`src/rtl/sprite_animator.sv`:
```
// Sprite box test, sprite-sheet ROM addressing and per-state frame sequencing for the pixel path.
// Pixel to colour latency is ROM_LATENCY+2 clocks. There is no backpressure: the engine accepts one pixel per clock.
module sprite_animator #(
  parameter int                    SPRITE_W          = 150,
  parameter int                    SPRITE_H          = 157,
  parameter int                    NUM_STATES        = 6,
  parameter int                    FRAMES            = 4,
  parameter int                    HOLD              = 2,
  parameter logic [NUM_STATES-1:0] LOOP_MASK         = 6'b000111,
  parameter int                    ROM_LATENCY       = 1,
  parameter int                    ADDR_W            = 20,
  parameter logic [7:0]            TRANSPARENT_COLOR = 8'hE3,
  parameter logic [7:0]            DEFAULT_COLOR     = 8'h25,
  localparam int                   FW                = (FRAMES > 1) ? $clog2(FRAMES) : 1
) (
  input  logic              clk,
  input  logic              rst_n,
  input  logic [9:0]        current_pixel_x,
  input  logic [9:0]        current_pixel_y,
  input  logic [9:0]        posx,
  input  logic [9:0]        posy,
  input  logic [3:0]        currentstate,
  input  logic              flip,
  input  logic              frame_tick,
  output logic [ADDR_W-1:0] rom_addr,
  input  logic [7:0]        rom_data,
  output logic [7:0]        data,
  output logic              visible_flag,
  output logic [FW-1:0]     anim_frame,
  output logic              anim_done
);

  localparam int                 HW         = (HOLD > 1) ? $clog2(HOLD) : 1;
  localparam logic [3:0]         NS_L       = 4'(NUM_STATES);
  localparam logic [FW-1:0]      LAST_FRAME = FW'(FRAMES - 1);
  localparam logic [HW-1:0]      LAST_HOLD  = HW'(HOLD - 1);
  localparam logic [ADDR_W-1:0]  FRAME_SZ   = ADDR_W'(SPRITE_W * SPRITE_H);
  localparam logic [15:0]        LOOP_EXT   = 16'(LOOP_MASK);

  logic [3:0]    state_q, state_d;
  logic [FW-1:0] frame_q, frame_d;
  logic [HW-1:0] hold_q, hold_d;
  logic          done_q, done_d;
  logic          st_ok, is_loop;

  assign st_ok   = (state_q < NS_L);
  assign is_loop = LOOP_EXT[state_q];

  always_comb begin
    state_d = state_q;
    frame_d = frame_q;
    hold_d  = hold_q;
    done_d  = 1'b0;
    if (currentstate != state_q) begin
      // a state change wins over a coincident frame_tick
      state_d = currentstate;
      frame_d = '0;
      hold_d  = '0;
    end else if (frame_tick) begin
      if (hold_q != LAST_HOLD) begin
        hold_d = hold_q + HW'(1);
      end else begin
        hold_d = '0;
        if (!st_ok) begin
          frame_d = '0;
        end else if (frame_q != LAST_FRAME) begin
          frame_d = frame_q + FW'(1);
          done_d  = !is_loop && (frame_d == LAST_FRAME);
        end else if (is_loop) begin
          frame_d = '0;
        end
      end
    end
  end

  always_ff @(posedge clk or negedge rst_n) begin
    if (!rst_n) begin
      state_q <= '0;
      frame_q <= '0;
      hold_q  <= '0;
      done_q  <= 1'b0;
    end else begin
      state_q <= state_d;
      frame_q <= frame_d;
      hold_q  <= hold_d;
      done_q  <= done_d;
    end
  end

  // 11-bit box limits keep sprites near the right/bottom edge from wrapping to 0
  logic [10:0]       x_end, y_end;
  logic [9:0]        rx, ry, rx_m;
  logic              ins_c, inv_c;
  logic [ADDR_W-1:0] slot, addr_c;

  assign x_end  = {1'b0, posx} + 11'(SPRITE_W);
  assign y_end  = {1'b0, posy} + 11'(SPRITE_H);
  assign ins_c  = (current_pixel_x >= posx) && ({1'b0, current_pixel_x} < x_end) &&
                  (current_pixel_y >= posy) && ({1'b0, current_pixel_y} < y_end);
  assign inv_c  = (currentstate >= NS_L);
  assign rx     = current_pixel_x - posx;
  assign ry     = current_pixel_y - posy;
  assign rx_m   = flip ? (10'(SPRITE_W - 1) - rx) : rx;
  assign slot   = ADDR_W'(state_q) * ADDR_W'(FRAMES) + ADDR_W'(frame_q);
  assign addr_c = slot * FRAME_SZ + ADDR_W'(ry) * ADDR_W'(SPRITE_W) + ADDR_W'(rx_m);

  logic [ADDR_W-1:0]      rom_addr_q;
  logic                   ins_q, inv_q;
  logic [ROM_LATENCY-1:0] ins_sr_q, inv_sr_q;
  logic [7:0]             data_q;
  logic                   vis_q;

  always_ff @(posedge clk or negedge rst_n) begin
    if (!rst_n) begin
      rom_addr_q <= '0;
      ins_q      <= 1'b0;
      inv_q      <= 1'b0;
      ins_sr_q   <= '0;
      inv_sr_q   <= '0;
      data_q     <= '0;
      vis_q      <= 1'b0;
    end else begin
      rom_addr_q  <= (ins_c && !inv_c && st_ok) ? addr_c : '0;
      ins_q       <= ins_c;
      inv_q       <= inv_c;
      // qualifiers ride alongside the ROM read so they meet rom_data
      ins_sr_q[0] <= ins_q;
      inv_sr_q[0] <= inv_q;
      for (int i = 1; i < ROM_LATENCY; i++) begin
        ins_sr_q[i] <= ins_sr_q[i-1];
        inv_sr_q[i] <= inv_sr_q[i-1];
      end
      if (!ins_sr_q[ROM_LATENCY-1]) begin
        data_q <= '0;
        vis_q  <= 1'b0;
      end else if (inv_sr_q[ROM_LATENCY-1]) begin
        data_q <= DEFAULT_COLOR;
        vis_q  <= 1'b1;
      end else begin
        data_q <= rom_data;
        vis_q  <= (rom_data != TRANSPARENT_COLOR);
      end
    end
  end

  assign rom_addr     = rom_addr_q;
  assign data         = data_q;
  assign visible_flag = vis_q;
  assign anim_frame   = frame_q;
  assign anim_done    = done_q;

endmodule

```
`config.mk`:
```
export PLATFORM = sky130hd
export DESIGN_NAME = sprite_animator
export DESIGN_NICKNAME = d
export VERILOG_FILES = /design/src/rtl/sprite_animator.sv
export SDC_FILE = /design/constraint.sdc
export NUM_CORES = 1
export LEC_CHECK = 0
export ABC_AREA = 1
export ABC_CLOCK_PERIOD_IN_PS = 16200
export BUFFER_PORTS_ARGS = -buffer_cell sky130_fd_sc_hd__buf_2
export CAP_MARGIN = 20
export CELL_PAD_IN_SITES_DETAIL_PLACEMENT = 1
export CELL_PAD_IN_SITES_GLOBAL_PLACEMENT = 1
export CORE_ASPECT_RATIO = 1.25
export CORE_MARGIN = 3
export CORE_UTILIZATION = 49
export DETAILED_ROUTE_END_ITERATION = 6
export PLACE_DENSITY = 0.95
export SLEW_MARGIN = 40
export SYNTH_ARGS = -nofsm -noshare
export SYNTH_HDL_FRONTEND = slang
export SYNTH_SLANG_ARGS = --single-unit
```
`constraint.sdc`:
```
create_clock -name clk -period 16.2 [get_ports clk]
set_input_delay 3.24 -clock clk [delete_from_list [all_inputs] [get_ports clk]]
set_output_delay 3.24 -clock clk [all_outputs]
set_load 0.02 [all_outputs]
```
==> results.md <==
- Slew Viols, Final: 0
- Commonest cells after routing, fill and taps aside: inv_1, nand2_1, ha_1
- Initial cell density of the core: 50.3%
- Number of port buffers: 87
- RSZ-0062 raised after global routing: no
- GPL Wtd Cong: 0.931
- CTS resizes: 0
- Mean Syn Cell Area: 7.76 um^2
- DPL Wire Length: 18900 um
- Post-route DRC: 0
- Detailed-route wire length per cell: 17.1 um
- Initial drt markers: 159
- Synth Register Bits: 41
- Placement Cell Area: 8150 um^2
- Fin Setup TNS: 0 ps
- Crit start category: input pin
- Gr usage total: 26.2%
- Core Util, Final: 55.3%
- Register clock-pin slew on the reported worst setup and hold paths: 60 ps
- Clk_skew: 4.68 ps
- Slew headroom: 56.3%
- Yosys cell types: 43
- Mapped Cells: 973
- Length of the first detailed-routing pass in iterations: 4
- Total number of vias: 6759
- F_max: 107 MHz
- Post-CTS setup-driven buffer insertion count: 0
- Initial antenna violation count: 0
- Clk sinks: 41
- Layout area overhead: 9.92%
- CTS tree: yes
- Synthesized area: 7550 um^2
- CTS H-tree depth: 2
- Worst-Margin Slew: 654 ps
- Routed WL: 21200 um
- Std-Cell Rows: 50
- Area of the die: 17000 um^2
- CTS Hold Bufs: 0
- # diodes: 0
- Period utilisation layout: 57.5%
- Final instance area: 8300 um^2
- Maxcap violations: 0
- Status: finished, final reports clean
- Commonest non-fill, non-tap cell in the layout: inv_1
- Final hold violations: 0
- Largest net degree at the start of global routing: 42
- I/O pin count: 88
- Core area: 15000 um^2
- Number of fill cells in the layout: 1918
- Count of flip-flops with a built-in enable after synthesis: 0
- CP max stage delay: 540 ps
- Sequential cell area fraction in the yosys report: 13.6%
- Worst Setup Path Type: input pin to flip-flop
- HP Class: flip-flop to flip-flop
- CP Data Required Time: 16360 ps
- Vias in the first global route: 7736
- Period minus WS final: 9320 ps
- Die Wd: 117 um
- Worst Hold Slack: 355 ps
- Crit-path slowest cell: fa_1
- Most used DFF post-synth: dfrtp_1
- Clock latency at the later pin of the worst-skew pair: 290 ps
- Critical path arrival: 9470 ps
- Syn. warnings: 0
- Total congestion overflow: 0
- Global-route wire length before repair: 35400 um
- Number of routed nets with antenna violations: 0
- # nets final: 1311
- Clk root buf: clkbuf_16
- # setup viols final: 0
- Max clock buf depth: 2
- Crit path capture type: flip-flop
- Die Y: 145 um
- Cts bufs inserted: 5
- Ys async rst share: 100%
- Worst Path Max Fanout: 5
- Drt via density: 5.45
- Syn Nets: 1227
- Layout cells sized above 1: 14.4%
-- routing by layer --
layer	share of wire [%]	vias up	wire length (um)	GRT usage, %
met2	57	149	12200	54.0
met1	36	3258	7620	25.3
met4	4.7	0	994	12.3
met5	0	-	0	0
li1	-	3282	-	-
met3	2.1	70	436	2.04
-- stage by stage --
step / std cells / setup slack (ps)
4_1_cts: 1240 / 6860
5_1_grt: 1240 / 6300
2_1_floorplan: 973 / 7400
6_report: 1240 / 6880
3_5_place_dp: 1232 / 6570
3_3_place_gp: 1232 / 6900
-- final timing paths --
kind | from | end | cells past startpoint | slack, ps
worst max register to register | anim_frame[1] | rom_addr[19] | 29 | 10230
min in group asynchronous | rst_n | anim_frame[0] | 1 | 2930
worst min-delay path | inv_q | inv_sr_q | 0 | 350
worst min register to register | inv_q | inv_sr_q | 0 | 350
worst max-delay path | current_pixel_y[0] | rom_addr[19] | 33 | 6880
max in group asynchronous | rst_n | rom_addr[12] | 1 | 12920
-- state kept, by name (all words and copies together) (netlist names) --
signal        flops
data              8
anim_done         1
visible_flag      1
hold_q            1
ins_sr_q          1
inv_sr_q          1
rom_addr         20
ins_q             1
state_q           4
anim_frame        2
inv_q             1
-- critical path, delay by kind of cell --
kind | cells | cell delay, ps
adder cells (fa/ha/maj) | 9 | 3320
XOR/XNOR | 2 | 360
AND/OR/NAND/NOR | 6 | 530
AO/OA/AOI/OAI | 9 | 1500
buffers and inverters | 7 | 530
-- cells in the mapped netlist, drive strengths merged (2+ instances only) --
library cell,number,area share [%]
ha,156,26
xor2,55,6.7
clkbuf,4,0.20
o31ai,2,0.20
a21oi,67,4.7
nand3,46,3.4
nor4,3,0.25
nand3b,5,0.50
inv,186,9.2
nor2,70,4.2
nand2,183,9.3
a21o,9,0.89
nor3,9,0.60
o21bai,9,0.89
dfrtp,41,14
o21ai,29,2.2
buf,6,0.71
clkinv,2,0.099
nand4,9,0.75
a21boi,2,0.25
a211oi,2,0.20
xnor2,25,3.1
fa,42,11
a31oi,5,0.41
-- kinds of logic (layout without fill, tap and decap cells) --
group / Yosys count / count (layout) / share of synthesized area [%]
adders and majority gates: 198 / 198 / 37.0
DFF: 41 / 41 / 13.6
xor gates and xnor gates: 80 / 80 / 9.82
AOI/OAI and AO/OA: 128 / 128 / 10.1
buffers and inverters: 198 / 283 / 10.3
and+or+nand+nor: 328 / 328 / 19.2
-- final cells by class --
class                           instances  area, um^2  area share, %
Clock buffer                            6         139           1.67
Clock inverter                          2        13.8          0.166
Inverter                              188         706           8.50
Multi-Input combinational cell        734        5750           69.3
Sequential cell                        41        1030           12.4
Tap cell                              182         228           2.74
Timing Repair Buffer                   87         438           5.27
Power is not shown: default switching activity piles up to over one toggle a cycle in this logic, so the estimate is an artifact.
